[src/rtl/event_pkg.sv]
`default_nettype none
// +------------------------------------------------------------------+
// | event_pkg: handshake FSM states and lowest-set-bit priority pick |
// | Revision: 1.0                                                    |
// +------------------------------------------------------------------+
package event_pkg;

  typedef enum logic [1:0] {
    S_IDLE    = 2'd0,
    S_PRESENT = 2'd1,
    S_GAP     = 2'd2
  } state_t;

  localparam int c_MAX_W = 16;

  // Scans from the top down so the lowest set index is the last one written.
  function automatic logic [3:0] lowest_set(input logic [c_MAX_W-1:0] v);
    logic [3:0] idx;
    idx = '0;
    for (int i = c_MAX_W - 1; i >= 0; i--) begin
      if (v[i]) idx = 4'(i);
    end
    return idx;
  endfunction

endpackage
`default_nettype wire

[src/rtl/sat_counter.sv]
`default_nettype none
// +------------------------------------------------------------------+
// | sat_counter: accumulating counter that sticks at its maximum     |
// | Revision: 1.0                                                    |
// +------------------------------------------------------------------+
module sat_counter #(
  parameter int CNT_W = 8,
  parameter int INC_W = 3
) (
  input  logic             clk,
  input  logic             rst,
  input  logic [INC_W-1:0] i_inc,
  output logic [CNT_W-1:0] o_count
);

  localparam int c_SUM_W = CNT_W + INC_W + 1;
  localparam logic [c_SUM_W-1:0] c_MAX = {{(INC_W + 1){1'b0}}, {CNT_W{1'b1}}};

  logic [CNT_W-1:0]   r_count;
  logic [c_SUM_W-1:0] w_sum;

  // Sum is computed wide enough that it can never wrap before the compare.
  always_comb begin
    w_sum = {{(INC_W + 1){1'b0}}, r_count} + {{(CNT_W + 1){1'b0}}, i_inc};
  end

  always_ff @(posedge clk) begin
    if (rst) begin
      r_count <= '0;
    end else if (w_sum > c_MAX) begin
      r_count <= '1;
    end else begin
      r_count <= w_sum[CNT_W-1:0];
    end
  end

  assign o_count = r_count;

endmodule
`default_nettype wire

[src/rtl/event_or_collector.sv]
`default_nettype none
// +------------------------------------------------------------------+
// | event_or_collector: sticky edge latch, masked irq, id handshake  |
// | Revision: 1.0                                                    |
// +------------------------------------------------------------------+
module event_or_collector
  import event_pkg::*;
#(
  parameter int WIDTH = 4,
  parameter int CNT_W = 8
) (
  input  logic                     clk,
  input  logic                     rst,
  input  logic [WIDTH-1:0]         i_req,
  input  logic [WIDTH-1:0]         i_mask,
  input  logic                     i_ack,
  output logic [WIDTH-1:0]         o_pending,
  output logic                     o_irq,
  output logic                     o_valid,
  output logic [$clog2(WIDTH)-1:0] o_id,
  output logic [CNT_W-1:0]         o_dropped
);

  localparam int c_ID_W  = $clog2(WIDTH);
  localparam int c_INC_W = $clog2(WIDTH + 1);

  state_t               r_state;
  logic [WIDTH-1:0]     r_req_q;
  logic [WIDTH-1:0]     r_pending;
  logic                 r_irq;
  logic                 r_valid;
  logic [c_ID_W-1:0]    r_id;

  logic [WIDTH-1:0]     w_edge;
  logic [WIDTH-1:0]     w_clr;
  logic [WIDTH-1:0]     w_drop;
  logic [WIDTH-1:0]     w_masked;
  logic [c_MAX_W-1:0]   w_masked_ext;
  logic [c_ID_W-1:0]    w_id;
  logic [c_INC_W-1:0]   w_drop_cnt;

  always_comb begin
    w_edge = i_req & ~r_req_q;
    w_clr  = '0;
    if (r_state == S_PRESENT && i_ack) begin
      w_clr[r_id] = 1'b1;
    end
    // A same-cycle clear frees the slot, so that edge is not a loss.
    w_drop       = w_edge & r_pending & ~w_clr;
    w_masked     = r_pending & i_mask;
    w_masked_ext = '0;
    w_masked_ext[WIDTH-1:0] = w_masked;
    w_id         = c_ID_W'(lowest_set(w_masked_ext));
    w_drop_cnt   = '0;
    for (int i = 0; i < WIDTH; i++) begin
      w_drop_cnt = w_drop_cnt + c_INC_W'(w_drop[i]);
    end
  end

  always_ff @(posedge clk) begin
    if (rst) begin
      r_req_q   <= '0;
      r_pending <= '0;
      r_irq     <= 1'b0;
      r_valid   <= 1'b0;
      r_id      <= '0;
      r_state   <= S_IDLE;
    end else begin
      r_req_q   <= i_req;
      r_pending <= (r_pending & ~w_clr) | w_edge;
      r_irq     <= |w_masked;
      case (r_state)
        S_IDLE: begin
          // irq lags one cycle, so re-qualify against the live masked view.
          if (r_irq && (|w_masked)) begin
            r_id    <= w_id;
            r_valid <= 1'b1;
            r_state <= S_PRESENT;
          end
        end
        S_PRESENT: begin
          if (i_ack) begin
            r_valid <= 1'b0;
            r_state <= S_GAP;
          end
        end
        S_GAP: begin
          r_state <= S_IDLE;
        end
        default: begin
          r_valid <= 1'b0;
          r_state <= S_IDLE;
        end
      endcase
    end
  end

  sat_counter #(
    .CNT_W (CNT_W),
    .INC_W (c_INC_W)
  ) u_dropped (
    .clk     (clk),
    .rst     (rst),
    .i_inc   (w_drop_cnt),
    .o_count (o_dropped)
  );

  assign o_pending = r_pending;
  assign o_irq     = r_irq;
  assign o_valid   = r_valid;
  assign o_id      = r_id;

endmodule
`default_nettype wire

[config.mk]
export PLATFORM = sky130hd
export DESIGN_NAME = event_or_collector
export DESIGN_NICKNAME = d
export VERILOG_FILES = /design/src/rtl/event_pkg.sv /design/src/rtl/sat_counter.sv /design/src/rtl/event_or_collector.sv
export SDC_FILE = /design/constraint.sdc
export NUM_CORES = 1
export LEC_CHECK = 0
export CAP_MARGIN = 20
export CORE_MARGIN = 5
export CORE_UTILIZATION = 44
export CTS_BUF_LIST = sky130_fd_sc_hd__clkbuf_16
export DETAILED_ROUTE_END_ITERATION = 10
export PLACE_DENSITY = 0.8
export REMOVE_ABC_BUFFERS = 1
export SYNTH_ARGS = -nofsm -noshare
export SYNTH_HDL_FRONTEND = slang
export SYNTH_SLANG_ARGS = --single-unit
[constraint.sdc]
create_clock -name clk -period 6 [get_ports clk]
set_input_delay 0.9 -clock clk [delete_from_list [all_inputs] [get_ports clk]]
set_output_delay 0.9 -clock clk [all_outputs]
set_load 0.01 [all_outputs]
Yosys cells after proc, flatten, opt, wreduce, memory -nomap -nowiden

Index checks and enable logic that the tools add are counted.

Input bits: 11
Flip-flop bits (word level): 22
Logic and storage cells: 49
Output and inout port bits: 16

Multiplexer cells: 14
Eq/ne operators: 4
$add $sub $neg: 4
Magnitude comparators: 3
Bitwise gates (word level): 9
Reductions and logical operators: 8

Operators by type and width:

| operator              | number |
|---|---|
| $and A4 B4 Y4         | 5 |
| $gt A12 B8 Y1 const B | 1 |
| $mux W2               | 6 |
| $add A8 B3 Y9         | 1 |
| $mux W8               | 1 |
| $not A4 Y4            | 2 |
| $mux W4               | 1 |
| $ne A2 B2 Y1 const B  | 2 |
| $or A4 B4 Y4          | 1 |
| $pmux W2 S2           | 1 |
| $reduce_and A2 Y1     | 2 |
| $reduce_or A4 Y1      | 1 |
| $add A2 B1 Y3         | 1 |
| $add A3 B1 Y3         | 1 |
| $logic_and A1 B1 Y1   | 3 |
| $lt A2 B3 Y1 const B  | 1 |
| $mux W1               | 3 |
| $pmux W1 S3           | 1 |
| $reduce_and A3 Y1     | 1 |
| $add A1 B1 Y2         | 1 |
| $demux W1 S2          | 1 |
| $eq A2 B1 Y1 const B  | 1 |
| $eq A2 B2 Y1 const B  | 1 |
| $ge A2 B1 Y1 const B  | 1 |
| 2 further kinds       | 2 |

Depth between registers and ports, before layout

Depth in word-level cells: 13
Gate-level depth with buffers: 11

Hierarchy

From an unflattened synthesis, not the netlist that was laid out.

Cells, all modules: 115
Area total of the unflattened synthesis: 1061.0 µm²

By module, submodules not included:

| module             | area an instance (µm²) | instances | sequential area each (µm²) | cells an instance |
|---|---|---|---|---|
| event_or_collector | 609.3                  | 1         | 280.3                      | 65 |
| sat_counter        | 451.7                  | 1         | 160.2                      | 50 |

Worst setup path before layout

OpenSTA, ideal clock, no wires.

Kind: input -> register
Start point: input port i_ack
End point: register u_dropped.r_count[6] (netlist: u_dropped.o_count[6])
Arrival: 3114 ps
Buffers on the path: 0
Slack: 2753 ps
Stages: 11
Path through: nand2_1 -> o41ai_1 -> or2_1 -> fa_1 -> inv_1 -> fa_1 -> fa_1 -> nand2_1 -> nor2_1 -> mux2i_1 -> nor2_1

Cells in the longest elaborated chain, start to end: 10

RTL lines:

| what                  | line                     | RTL |
|---|---|---|
| from (decl)           | event_or_collector.sv:16 | `input logic i_ack,` |
| $logic_and A1 B1 Y1 * | event_or_collector.sv:45 | `if (r_state == S_PRESENT && i_ack) begin` |
| $mux W4 *             | event_or_collector.sv:45 |  |
| $not A4 Y4 *          | event_or_collector.sv:49 | `w_drop = w_edge & r_pending & ~w_clr;` |
| $and A4 B4 Y4 *       | event_or_collector.sv:49 |  |
| $add A1 B1 Y2         | event_or_collector.sv:56 | `w_drop_cnt = w_drop_cnt + c_INC_W'(w_drop[i]);` |
| $add A2 B1 Y3         | event_or_collector.sv:56 |  |
| $add A3 B1 Y3 *       | event_or_collector.sv:56 |  |
| $add A8 B3 Y9 *       | sat_counter.sv:24        | `w_sum = {{(INC_W + 1){1'b0}}, r_count} + {{(CNT_W + 1){1'b0}}, i_inc};` |
| $gt A12 B8 Y1         | sat_counter.sv:30        | `end else if (w_sum > c_MAX) begin` |
| $mux W8 *             | sat_counter.sv:30        |  |
| to (signal assigned)  | sat_counter.sv:33        | `r_count <= w_sum[CNT_W-1:0];` |
| to (decl)             | sat_counter.sv:19        | `logic [CNT_W-1:0] r_count;` |

Mark *: on every way between the ends. The rest lies on a longest branch, timed or not.
A chain may end at the register's enable or synchronous reset.

Worst setup path in the final report

Same ends and word-level chain as after synthesis.

==> impl_metrics.toml <==
[pwr]
power.switching_uw = 81.2
comb_power_share_pct = 13.2
seqPwrFrac_pct = 40.9
power.share.switching_pct = 20.5
pwr_density_cell_mw_per_mm2 = 284
power_leakage_nw = 0.514
ir_worst_vdd_v = 0.000155
power.share.clock_pct = 45.9
p_int_uw = 316

[min_path]
min-delay-start = "o_valid"
min-delay-path-class = "register to register"
hold_path_depth = 2

[critical_path]
crit_path_launch_type = "input pin"
worst_path_largest_cell_delay_ps = 540
reg2regPathDepth = 11
timing.critical_path.arrival_ps = 3740
cp_cell_sequence = "clkdlybuf4s50_1 -> nand2_1 -> o41ai_1 -> or2_1 -> fa_1 -> inv_1 -> fa_1 -> fa_1 -> nand2_1 -> nor2_1 -> mux2i_1 -> nor2_1"
critical_path.startpoint = "i_ack"
path_class = "input pin to register"
cpMostUsedCell = "fa_1"
timing.critical_path.to_type = "register"
r2r_setup_slack_ps = 3010
worst-path-max-fanout = 4
required_ps = 6110
crit-reg2reg-launch = "r_state[1]"
cp_slowest_cell = "fa_1"

[die]
io_pins = 27
start_util_pct = 45.9
placement_rows = 17
core_region_area_mm2 = 0.00219
die_area_mm2 = 0.00334
die_height_um = 57.8
die_w_um = 57.8

[global_routing]
first_global_vias = 920
grt-ovfl-total = 0
grt_max_degree = 24
groute.usage.overall_pct = 13.5
grt_antenna_before_repair = 0
grt_pass1_wl_um = 3570

[timing]
hold_ws_ps = 449
period_minus_slack_ps = 3630
fin_crit_sh_pct = 60.6
setup_violations = 0
timing_max_transition_violations_final = 0
slew_headroom_pct = 38.8
max_freq_mhz = 275
final.setup.tns_ps = 0
hold_vio_cnt_final = 0
worst_slew_pin_slew_ps = 915
clock-skew-final_ps = 5.30
grt_setup_unrepaired = "false"

[cells_and_area]
drive_gt1_share_pct = 10.5
count_of_antenna_diodes_in_the_layout = 0
post_layout_nonfiller_instances = 161
flow.area_growth_from_synthesis_pct = 39.1
postLayoutCoreUtil_pct = 63.8
layout.nets = 149
mostFrequentLayoutCells = "clkdlybuf4s50_1, dfxtp_1, nand2_1, nor2_1, a21oi_1"
layout.cells.most_common = "clkdlybuf4s50_1"
postLayoutCellArea_mm2 = 0.00140

[clocking]
ctsResizeCount = 0
cts_post_setup_buffers_inserted = 0
clock_tree_from_tritoncts = "done"
clk_root_buffer_cell = "clkbuf_16"
cts_max_level = 1
cts.reportedPaths.clkPinSlew_ps = 60
worstSkewPairLatency_ps = 250
cts.hold.buffers_added = 0
cts_buffers = 3
cts.path.max_buffers = 2
clock_sink_count = 22

[synthesis]
netlist.top_cell.by_area = "dfxtp_1"
synth_simple_gate_area_share_pct = 26.7
sequential_area_share_after_synthesis_pct = 43.8
synth_mux_area_share_pct = 2.99
xor_xnor_cell_area_share_of_the_yosys_netlist_pct = 1.74
synth_compound_gate_area_share_pct = 15.3
yosys.area.top_type_share_pct = 43.8
ys_warn_count = 0
synth.cell_area_mm2 = 0.00101
flip_flop_and_latch_count_after_synthesis = 22
synthCells = 105
synth_top_family_by_area = "simple AND/OR/NAND/NOR gates"
yosys-top-cells-area = "dfxtp_1, fa_1, nand2b_1"
synth_fa_ha_area_share_pct = 7.21
synth.distinct_cells = 31
syn_area_per_cell_um2 = 9.58

[placement]
number_of_cells_after_detailed_placement = 157
place_congestion = 0.835
io_buffers = 26
dpl.hpwl_um = 1680
post_dp_cell_area_mm2 = 0.00129

[drt]
drt_drc_violations_left = 0
detail-route-antenna-nets = 0
drt_first_iter_violations = 8
routed_wl_um = 2190
routed-via-count = 864
via_per_inst = 5.37
drt_pre_antenna_iters = 4
routedWlPerCell_um = 13.6

[run_status]
status = "complete, no violations"

[run]
max_cap_viol_count = 0
per-layer routing:
layer  wire length (µm)  up-vias  track usage [%]
met4                 30        0             6.95
li1                   -      418                -
met3                145        6             4.01
met1                902      405             13.9
met2               1120       35             24.4
met5                  0        -                0
stage by stage:
step                      setup slack (ps)  power [mW]
after floorplan                       2770       0.189
after global placement                2170       0.216
after detailed placement              2080       0.218
after CTS                             2340       0.402
after global routing                  2180       0.415
final                                 2370       0.397
power by group through the flow:
stage                     Clock [mW]  Combinational (mW)  Sequential [mW]
final                          0.182              0.0523            0.162
after global routing           0.194              0.0572            0.164
after CTS                      0.186              0.0532            0.162
after detailed placement           0              0.0521            0.165
after global placement             0              0.0511            0.165
after floorplan                    0              0.0218            0.167
sequential cells by signal, indices dropped and copies added (netlist names):
register	cells
u_dropped.o_count	8
o_pending	4
r_req_q	4
o_id	2
r_state	2
o_irq	1
o_valid	1
final cells by class:
class,count,area (µm²)
multi-input cells,77,543
inverters,4,15.0
clock buffers,3,75.1
well taps,28,35.0
clock inverters,1,30.0
repair buffers,26,260
fillers,186,792
flip-flops and latches,22,440
kinds of logic (layout without fill, tap and decap cells):
kind of cell / Yosys count / count (layout)
buf+inv: 6 / 34
xor+xnor: 2 / 2
mux: 3 / 3
simple gates: 45 / 45
flops: 22 / 22
compound gates: 23 / 23
fa+ha+maj: 4 / 4
worst max-delay path: cells and delay by family:
family | cells | cell delay [ps]
buf+inv | 2 | 510
simple gates | 5 | 660
mux | 1 | 150
compound gates | 1 | 90
fa+ha+maj | 3 | 1430
synth_stat cells (all sizes together):
cell,instances
nand2,9
a22o,1
nor3b,2
o31ai,2
xnor2,2
a31oi,1
nor3,4
nor2b,5
nand3,3
o21ai,3
nand2b,7
ha,1
a32oi,1
and2,1
mux2i,3
nand3b,1
buf,2
nor2,9
a211o,1
dfxtp,22
or2,3
a21oi,12
fa,3
a211oi,1
and4,1
inv,4
o41ai,1
final timing paths:
check,to
worst max-delay path,u_dropped.o_count[6]
worst min-delay path,o_valid
worst max register to register,u_dropped.o_count[6]
worst min register to register,o_valid
(Power assumes the default switching activity.)
